[src/rtl/dmem_arbiter.sv]
// dmem_arbiter
//   Shares one data memory between the core load/store path (port 0) and the
//   debug/program-loader path (port 1). Grants are combinational (zero
//   latency), at most one per cycle. Read responses return to the issuing
//   port RD_LAT cycles after the grant, in issue order, through a
//   valid/owner shift register. A requester holding lock keeps exclusive
//   ownership for back-to-back (e.g. read-modify-write) accesses.
//
//   Build option: DMEM_ARB_RR_EN
//     defined   -> round-robin arbitration in ARB (one-bit last-grant pointer)
//     undefined -> fixed priority, port 0 wins every conflict
//
//   Parameters: AW address width, DW data width, RD_LAT memory read latency
//   (legal 1..4).
//
//   Ports:
//     clk, rst                  clock, synchronous active-high reset
//     reqN, weN, lockN          request, write(1)/read(0), keep ownership
//     addrN, wdataN             byte address, write data
//     gntN                      request accepted this cycle (combinational)
//     rvalidN, rdataN           read response pulse and data for port N
//     mem_en, mem_rw            memory access strobe, 1 = write
//     mem_addr, mem_wdata       memory address / write data (0 when idle)
//     mem_rdata                 memory read data, RD_LAT cycles after issue
//
//   State | meaning
//   ARB   | no owner; arbitrate between requesters
//   LOCK0 | port 0 owns the memory; port 1 requests ignored
//   LOCK1 | port 1 owns the memory; port 0 requests ignored
module dmem_arbiter #(
  parameter int AW     = 32,
  parameter int DW     = 32,
  parameter int RD_LAT = 1
) (
  input  logic          clk,
  input  logic          rst,
  input  logic          req0,
  input  logic          req1,
  input  logic          we0,
  input  logic          we1,
  input  logic          lock0,
  input  logic          lock1,
  input  logic [AW-1:0] addr0,
  input  logic [AW-1:0] addr1,
  input  logic [DW-1:0] wdata0,
  input  logic [DW-1:0] wdata1,
  output logic          gnt0,
  output logic          gnt1,
  output logic          rvalid0,
  output logic          rvalid1,
  output logic [DW-1:0] rdata0,
  output logic [DW-1:0] rdata1,
  output logic          mem_en,
  output logic          mem_rw,
  output logic [AW-1:0] mem_addr,
  output logic [DW-1:0] mem_wdata,
  input  logic [DW-1:0] mem_rdata
);

  typedef enum logic [1:0] {
    ARB   = 2'd0,
    LOCK0 = 2'd1,
    LOCK1 = 2'd2
  } state_e;

  state_e state_q, state_d;
  logic   g0, g1;

`ifdef DMEM_ARB_RR_EN
  // Last port granted in ARB; resets to 1 so port 0 wins the first conflict.
  logic last_q, last_d;
`endif

  // Ownership FSM and grant selection
  always_comb begin
    g0      = 1'b0;
    g1      = 1'b0;
    state_d = state_q;
`ifdef DMEM_ARB_RR_EN
    last_d  = last_q;
`endif
    case (state_q)
      ARB: begin
        if (req0 && req1) begin
`ifdef DMEM_ARB_RR_EN
          if (last_q) g0 = 1'b1;
          else        g1 = 1'b1;
`else
          g0 = 1'b1;
`endif
        end else begin
          g0 = req0;
          g1 = req1;
        end
        // Only the winner's lock counts.
        if (g0 && lock0)      state_d = LOCK0;
        else if (g1 && lock1) state_d = LOCK1;
`ifdef DMEM_ARB_RR_EN
        if (g0)      last_d = 1'b0;
        else if (g1) last_d = 1'b1;
`endif
      end
      LOCK0: begin
        g0 = req0;
        // Leave on an unlocked access or when the owner drops its request.
        if (!req0 || !lock0) state_d = ARB;
      end
      LOCK1: begin
        g1 = req1;
        if (!req1 || !lock1) state_d = ARB;
      end
      default: state_d = ARB;
    endcase
    // Nothing is granted while reset is applied.
    if (rst) begin
      g0 = 1'b0;
      g1 = 1'b0;
    end
  end

  assign gnt0 = g0;
  assign gnt1 = g1;

  // Memory side: winner's fields pass straight through, zeros when idle.
  always_comb begin
    mem_en    = g0 | g1;
    mem_rw    = 1'b0;
    mem_addr  = '0;
    mem_wdata = '0;
    if (g0) begin
      mem_rw    = we0;
      mem_addr  = addr0;
      mem_wdata = wdata0;
    end else if (g1) begin
      mem_rw    = we1;
      mem_addr  = addr1;
      mem_wdata = wdata1;
    end
  end

  // Read tracking: stage 0 is loaded in the grant cycle, so the entry is at
  // stage RD_LAT-1 exactly RD_LAT cycles later, when mem_rdata is valid.
  logic              rd_push;
  logic [RD_LAT-1:0] vld_q, vld_d;
  logic [RD_LAT-1:0] own_q, own_d;

  assign rd_push = (g0 && !we0) || (g1 && !we1);

  always_comb begin
    vld_d    = '0;
    own_d    = '0;
    vld_d[0] = rd_push;
    own_d[0] = g1;
    for (int i = 1; i < RD_LAT; i++) begin
      vld_d[i] = vld_q[i-1];
      own_d[i] = own_q[i-1];
    end
  end

  logic          rv0, rv1;
  logic [DW-1:0] rdata0_q, rdata0_d;
  logic [DW-1:0] rdata1_q, rdata1_d;

  assign rv0 = vld_q[RD_LAT-1] && !own_q[RD_LAT-1] && !rst;
  assign rv1 = vld_q[RD_LAT-1] &&  own_q[RD_LAT-1] && !rst;

  // Data is bypassed in the rvalid cycle and held in a register afterwards.
  assign rdata0_d = rv0 ? mem_rdata : rdata0_q;
  assign rdata1_d = rv1 ? mem_rdata : rdata1_q;

  assign rvalid0 = rv0;
  assign rvalid1 = rv1;
  assign rdata0  = rst ? '0 : rdata0_d;
  assign rdata1  = rst ? '0 : rdata1_d;

  always_ff @(posedge clk) begin
    if (rst) begin
      state_q  <= ARB;
      vld_q    <= '0;
      own_q    <= '0;
      rdata0_q <= '0;
      rdata1_q <= '0;
`ifdef DMEM_ARB_RR_EN
      last_q   <= 1'b1;
`endif
    end else begin
      state_q  <= state_d;
      vld_q    <= vld_d;
      own_q    <= own_d;
      rdata0_q <= rdata0_d;
      rdata1_q <= rdata1_d;
`ifdef DMEM_ARB_RR_EN
      last_q   <= last_d;
`endif
    end
  end

endmodule

[config.mk]
export PLATFORM = sky130hd
export DESIGN_NAME = dmem_arbiter
export DESIGN_NICKNAME = d
export VERILOG_FILES = /design/src/rtl/dmem_arbiter.sv
export SDC_FILE = /design/constraint.sdc
export NUM_CORES = 1
export LEC_CHECK = 0
export CAP_MARGIN = 0
export CORE_AREA = 3 3 116 118
export CTS_BUF_LIST = sky130_fd_sc_hd__clkbuf_8
export CTS_CLUSTER_DIAMETER = 30
export CTS_CLUSTER_SIZE = 20
export DETAILED_ROUTE_END_ITERATION = 8
export DIE_AREA = 0 0 119 121
export HOLD_SLACK_MARGIN = 0.02
export PLACE_DENSITY_LB_ADDON = 0.15
export SYNTH_ARGS = -nofsm -noshare
export SYNTH_HDL_FRONTEND = slang
export SYNTH_SLANG_ARGS = --single-unit
[constraint.sdc]
create_clock -name clk -period 2.7 [get_ports clk]
set_input_delay 0.27 -clock clk [delete_from_list [all_inputs] [get_ports clk]]
set_output_delay 0.27 -clock clk [all_outputs]
set_load 0.005 [all_outputs]
# --- Word level (Yosys, flattened, before mapping) ---
# Index checks and enable logic that the tools add are counted.
word_totals:
  regBits: 68
  latch_bits: 0
  ram_bits: 0
  rom_bits: 0
  in_bits: 168
  out_inout_bits: 134
  word_cells: 56
  memories: 0
classes:
  n_addsub: 0
  mul: 0
  div_mod_pow: 0
  order_cmp: 0
  n_eq_ne: 5
  shifts: 0
  muxes: 23
  n_bitwise: 1
  reduce_logical: 22
ops:
  columns: ["cell", "count"]
  rows:
  - ["$mux 32", 8]
  - ["$logic_and 1x1->1", 9]
  - ["$logic_not 1->1", 8]
  - ["$mux 1", 8]
  - ["$mux 2", 4]
  - ["$pmux 2 s3", 1]
  - ["$ne 2x2->1 const B", 2]
  - ["$pmux 1 s2", 2]
  - ["$logic_or 1x1->1", 3]
  - ["$ne 3x3->1 const B", 1]
  - ["$reduce_and 3->1", 1]
  - ["$eq 2x1->1 const B", 1]
  - ["$eq 2x2->1 const B", 1]
  - ["$logic_not 2->1", 1]
  - ["$or 1x1->1", 1]

# --- Logic depth before layout (Yosys ltp) ---
# Gate-level depths: netlist (run 1).
depth:
  ltp_word: 7
  ltp_mapped: 7
  ltp_nobuf: 4

# --- Worst setup path before layout (run 1) ---
# No wires, ideal clock.
synth_timing:
  kind: "register -> output"
  startpoint: "reg vld_q"
  endpoint: "out rdata0[10]"
  arrival_time_ns: 1.040
  required_time_ns: 2.430
  slack_ns: 1.390
  stages_incl_launch_ff: 6
  cell_sequence: "dfxtp_1 nor2b_1 clkbuf_1 buf_6 nand2_1 a21oi_1"
synth_between:
  elab_chain_cells: 4
synth_lines:
  columns: ["item", "line", "rtl"]
  rows:
  - ["from (decl)", "144", "logic [RD_LAT-1:0] vld_q, vld_d;"]
  - ["from (signal assigned)", "188", "vld_q <= vld_d;"]
  - ["$logic_and 1x1->1 (2 in a row)", "164", "assign rv0 = vld_q[RD_LAT-1] && !own_q[RD_LAT-1] && !rst;"]
  - ["$mux 32", "168", "assign rdata0_d = rv0 ? mem_rdata : rdata0_q;"]
  - ["$mux 32", null, null]
  - ["to (decl)", "51", "output logic [DW-1:0] rdata0,"]
# No other way between the ends.

# --- Worst setup path in the final report (run 1) ---
layout_timing:
  startpoint: "in req0"
  endpoint: "out mem_wdata[2]"
layout_between:
  elab_chain_cells: 7
layout_lines:
  columns: ["item", "line", "rtl"]
  rows:
  - ["from (decl)", "37", "input logic req0,"]
  - ["$logic_and 1x1->1", "84", "if (req0 && req1) begin"]
  - ["$mux 1", "84", null]
  - ["$mux 1", "82", "case (state_q)"]
  - ["$pmux 1 s2", "82", null]
  - ["$mux 1", "115", "if (rst) begin"]
  - ["$mux 32", "134", "end else if (g1) begin"]
  - ["$mux 32 *", "130", "if (g0) begin"]
  - ["to (decl)", "56", "output logic [DW-1:0] mem_wdata,"]
# Every way passes the cells marked *; elsewhere a longest branch is shown, timed or not. The select of a mux whose other input is x is not followed.

==> summary.txt, run 1 <==
Status: completed
Total Power: 2.52 mW
Placed wire-length estimate: 13000 um
Largest net degree at the start of global routing: 69
GRT Overall Usage: 21.4%
Die Y: 121 um
CP Capture Type: output port
Core Area: 0.0126 mm^2
Post-Syn Area: 0.00306 mm^2
1st-iter DRT viols: 289
Switching share of total power: 25.0%
Chip Width: 119 um
Clock slew at reported path FFs: 70 ps
Register area: 0.00136 mm^2
GPL Wtd Cong: 0.833
Post-CTS setup buffer count: 0
Multi-input gate area: 0.00148 mm^2
Final Hold Vio Count: 0
Layout overhead on the synthesized area: 109%
CTS resizes: 0
Seq/Total Area, Yosys: 44.4%
Drt wl/cell: 19.3 um
Synth warn: 0
CTS tree: built
Initial Utilization: 24.4%
CTS sink cnt: 68
Vias per std cell: 4.64
HP Class: primary input to flip-flop
Slew @ Worst Pin: 726 ps
Max VDD drop: 0.234 mV
Pint: 1.89 mW
FP Rows: 41
Initial antenna violation count: 3
Synthesized flop and latch total: 68
First-pass GRT wire length: 23500 um
CTS root buffer: clkbuf_8
Sequential power share: 41.2%
Crit path DAT: 2260 ps
Worst slew margin: 51.6%
Worst setup SP type: primary input
Number of global-route vias before repair: 3915
Global route overflow: 0
Share of cells above drive strength 1: 5.37%
Leakage: 2.29 nW
Setup_tns: 0 ps
Clk_lat worst skew: 320 ps
Htree depth: 3
Finished Core Util: 50.9%
CTS Hold Bufs: 0
Clock power frac: 32.1%
Fin nets: 834
Synth unique cells: 20
Tmin final: 2530 ps
Pwr per Cell Area: 394 mW/mm^2
Number of port buffers: 301
WHS: 363 ps
Top-area cell type share of the netlist area: 44.4%
Slew Viols, Final: 0
Total Routed Length: 16300 um
Die area: 0.0144 mm^2
TritonCTS Buffers: 9
First-pass DRT Iterations: 4
Syn Area/Cell: 8.11 um^2
Endpoints failing setup: 0
Max frequency: 395 MHz
Crit Path Category: primary input to output port
Post-detailed-route count of antenna-violating nets: 0
Ports: 302
R2R Setup Slk: 1550 ps
Max Cap Viol: 0
Cell taking the most area after synthesis: dfxtp_1
Crit path max fanout: 41
RSZ-0062 raised after global routing: false
Critical Path RT: 2430 ps
Fillcell total: 1209
Comb pwr share: 26.7%
DRC: 0
Mapped Cells: 378
Total number of vias: 3922
Top cells by area, synth: dfxtp_1 44%, a22o_1 19%, nand2_1 16%, a21oi_1 10%, buf_6 2.9%
Post-Route Skew: 7.49 ps
Synth Net Count: 546
Psw: 630 uW
CTS max path bufs: 2
Fin crit share: 93.8%
layer usage:
layer | global-route usage (%) | vias up | wire length, um
met3 | 8.48 | 17 | 1510
li1 | - | 1877 | -
met5 | 0 | - | 47
met4 | 3.62 | 6 | 176
met2 | 32.5 | 181 | 7300
met1 | 29.2 | 1841 | 7260
kinds of logic after synthesis:
group	Yosys count	synth area share (%)
buffers and inverters	39	7.51
and+or+nand+nor	140	18.6
AOI/OAI and AO/OA	131	29.5
DFF	68	44.4
cell usage in the layout, fill, tap and decap left out, types with 2 or more instances in the layout:
cell	n
a21oi_1	64
a22o_1	65
and2_1	3
buf_12	3
buf_4	11
clkbuf_8	9
clkdlybuf4s50_1	299
clkinv_2	2
clkinv_4	2
dfxtp_1	68
diode_2	2
inv_1	2
nand2_1	129
nor2_1	2
nor2_4	2
worst paths after layout:
| kind | startpoint | to | cells past startpoint |
|---|---|---|---|
| worst max-delay path | req0 | mem_wdata[2] | 7 |
| worst min-delay path | rst | own_q | 4 |
| worst max register to register | state_q[1] | state_q[0] | 4 |
| worst min register to register | rdata1_q[25] | rdata1_q[25] | 2 |
area by class of cell:
cell class              instances  area share, %
diodes                          2         0.0782
clock buffers                   9           1.94
clock inverters                 7           1.08
inverters                       2          0.117
multi-input cells             271           23.1
flip-flops and latches         68           21.3
well taps                     172           3.36
repair buffers                314           49.1
critical path: stages:
cell and delay, ps:
clkdlybuf4s50_1 440, nand2b_4 110, nand3_2 110, inv_2 220, buf_12 240, a22o_1 290, clkdlybuf4s50_1 550
through the flow:
step                cell area (um^2)  instances  worst slack [ps]
floorplan                       3060        378              1390
global placement                6200        827               191
detailed placement              6200        827               193
CTS                             6390        843               183
global route                    6390        843              97.6
finish                          6400        845               168
synthesized netlist by cell type:
cell type,instances
nand2_1,129
dfxtp_1,68
a22o_1,65
a21oi_1,64
buf_2,16
clkbuf_1,11
buf_6,8
and2_1,3
nor2_1,2
nor2_4,2
buf_1,1
buf_4,1
inv_1,1
inv_2,1
nand2b_1,1
nand2b_4,1
nand3_2,1
nor2b_1,1
o21ai_0,1
o32ai_1,1
power groups by stage:
stage / Sequential [mW] / Combinational (mW) / Clock [mW]
detailed placement: 1.06 / 0.669 / 0
floorplan: 1.06 / 0.191 / 0
CTS: 1.04 / 0.677 / 0.841
finish: 1.04 / 0.674 / 0.809
global route: 1.04 / 0.718 / 0.890
global placement: 1.06 / 0.670 / 0
sequential cells by signal (all words and copies together), names as in the netlist:
name	flops
own_q	1
rdata0_q	32
rdata1_q	32
state_q	2
vld_q	1
(Power assumes the default switching activity.)
==> run 2, diff against run 1 <==
--- a/config.mk
+++ b/config.mk
@@ -13,7 +13,7 @@
 export DETAILED_ROUTE_END_ITERATION = 8
 export DIE_AREA = 0 0 119 121
 export HOLD_SLACK_MARGIN = 0.02
-export PLACE_DENSITY_LB_ADDON = 0.15
+export PLACE_DENSITY = 0.68
 export SYNTH_ARGS = -nofsm -noshare
 export SYNTH_HDL_FRONTEND = slang
 export SYNTH_SLANG_ARGS = --single-unit
==> run 2 against run 1 <==
Cell area shrank 0.82%. First-iteration DRC count shrank 25%. Core utilization shrank 0.42 points. Maximum frequency shrank 0.27%. Via count shrank 0.31%. Critical path type is now flip-flop to output port. Critical endpoint is now rdata1[1]. Largest power group unchanged.
==> summary.txt, run 2 (same netlist as run 1, synthesis figures left out) <==
Status: completed
CTS root buffer: clkbuf_8
Total Routed Length: 15300 um (-6.1%)
Core Area: 0.0126 mm^2 (unchanged)
Ports: 302 (unchanged)
Endpoints failing setup: 0 (unchanged)
Global route overflow: 0 (unchanged)
Max VDD drop: 0.181 mV (-22%)
Fin crit share: 94.0% (+0.25 points)
Worst slew margin: 54.1% (+2.5 points)
Share of cells above drive strength 1: 4.65% (-0.72 points)
Commonest non-fill, non-tap cell in the layout: clkdlybuf4s50_1
Initial Utilization: 24.4% (unchanged)
Crit path DAT: 2270 ps (about the same)
GRT Overall Usage: 20.0% (-1.4 points)
Crit Path Category: flip-flop to output port
First-pass GRT wire length: 22100 um (-5.8%)
Top flop regs: rdata0_q: 32 flops, rdata1_q: 32 flops, state_q: 2 flops
Largest net degree at the start of global routing: 68 (-1.4%)
Pwr per Cell Area: 378 mW/mm^2 (-4.3%)
Chip Width: 119 um (unchanged)
Layout overhead on the synthesized area: 107%
HP Class: primary input to flip-flop
DRC: 0 (unchanged)
Vias per std cell: 4.64 (about the same)
Clk_lat worst skew: 330 ps (about the same)
Fillcell total: 1201 (-0.66%)
CTS sink cnt: 68 (unchanged)
First-pass DRT Iterations: 4 (unchanged)
Slew @ Worst Pin: 689 ps (-36.9 ps)
Number of global-route vias before repair: 3964 (+1.3%)
Worst setup SP type: flip-flop
Initial antenna violation count: 3 (unchanged)
CTS max path bufs: 2 (unchanged)
Fin nets: 831 (-0.36%)
Final Hold Vio Count: 0 (unchanged)
CP Capture Type: output port
Clock slew at reported path FFs: 70 ps (about the same)
Crit path max fanout: 12 (-71%)
Multi-input gate area: 0.00148 mm^2 (unchanged)
Critical Path RT: 2430 ps (about the same)
Die Y: 121 um (unchanged)
CTS resizes: 0 (unchanged)
CTS tree: built
Placed wire-length estimate: 12200 um (-6.0%)
FP Rows: 41 (unchanged)
Worst Setup Slack post-DPL: 378 ps (+185 ps)
Most frequent cells in the layout: 300 x clkdlybuf4s50_1, 129 x nand2_1, 68 x dfxtp_1
Register area: 0.00136 mm^2 (unchanged)
Post-Route Skew: 5.70 ps (-1.79 ps)
CTS Hold Bufs: 0 (unchanged)
Setup WS post-layout: 161 ps (-6.75 ps)
Total number of vias: 3910 (-0.31%)
Leakage: 2.25 nW (-1.4%)
Post-CTS setup buffer count: 0 (unchanged)
TritonCTS Buffers: 9 (unchanged)
1st-iter DRT viols: 216 (-25%)
Finished Core Util: 50.5% (-0.42 points)
Post-detailed-route count of antenna-violating nets: 0 (unchanged)
Number of port buffers: 301 (unchanged)
Slew Viols, Final: 0 (unchanged)
GPL Wtd Cong: 0.892 (+7.0%)
Drt wl/cell: 18.2 um (-5.7%)
Max Cap Viol: 0 (unchanged)
Max frequency: 394 MHz (-0.27%)
RSZ-0062 raised after global routing: false
Htree depth: 3 (unchanged)
Setup_tns: 0 ps (unchanged)
Tmin final: 2540 ps (+6.75 ps)
Die area: 0.0144 mm^2 (unchanged)
-- run 2: cell count changes in the layout (fill, tap and decap cells not counted), sizes merged --
cell,before,now
buf,15,11
bufinv,1,0
clkdlybuf4s50,299,300
clkinv,4,3
clkinvlp,1,2
diode,2,3
-- run 2: worst paths after layout --
check | start | to | slack [ps] | depth (start not counted)
max | own_q | rdata1[1] | 160 | 5
min | rst | own_q | 320 | 4
max reg2reg | own_q | rdata1_q[18] | 1260 | 4
min reg2reg | rdata0_q[16] | rdata0_q[16] | 460 | 2
-- run 2: routing by layer --
layer,GRT usage [%],share of wire (%),vias to the layer above
li1,-,-,1872
met1,21.8,36,1806
met2,34.3,51,206
met3,7.83,9.5,26
met4,9.41,3.1,0
met5,0,0,-
-- run 2: power breakdown --
part	switching, mW	internal [mW]
clock	0.370	0.319
sequential	0.00838	1.03
combinational	0.230	0.436
total	0.609	1.79
-- run 2: layout make-up --
type | count | area share, %
antenna | 3 | 0.118
clock buffer | 9 | 1.95
clock inverter | 6 | 0.532
inverter | 2 | 0.118
multi-input combinational | 271 | 23.2
sequential | 68 | 21.5
tap | 172 | 3.39
timing repair buffer | 311 | 49.2
-- run 2: through the flow --
stage | area [um^2] | hold WS [ps] | instances | total power [mW]
2_1_floorplan | 3060 | 367 | 378 | 1.25
3_3_place_gp | 6180 | 446 | 824 | 1.72
3_5_place_dp | 6180 | 454 | 824 | 1.73
4_1_cts | 6340 | 298 | 839 | 2.43
5_1_grt | 6340 | 315 | 842 | 2.52
6_report | 6340 | 321 | 842 | 2.40
-- run 2: critical path, stage by stage, from the launching register on --
cell and delay [ps]:
dfxtp_1 370, and2_1 430, buf_4 280, nand2_1 70
a21oi_1 190, clkdlybuf4s50_1 580
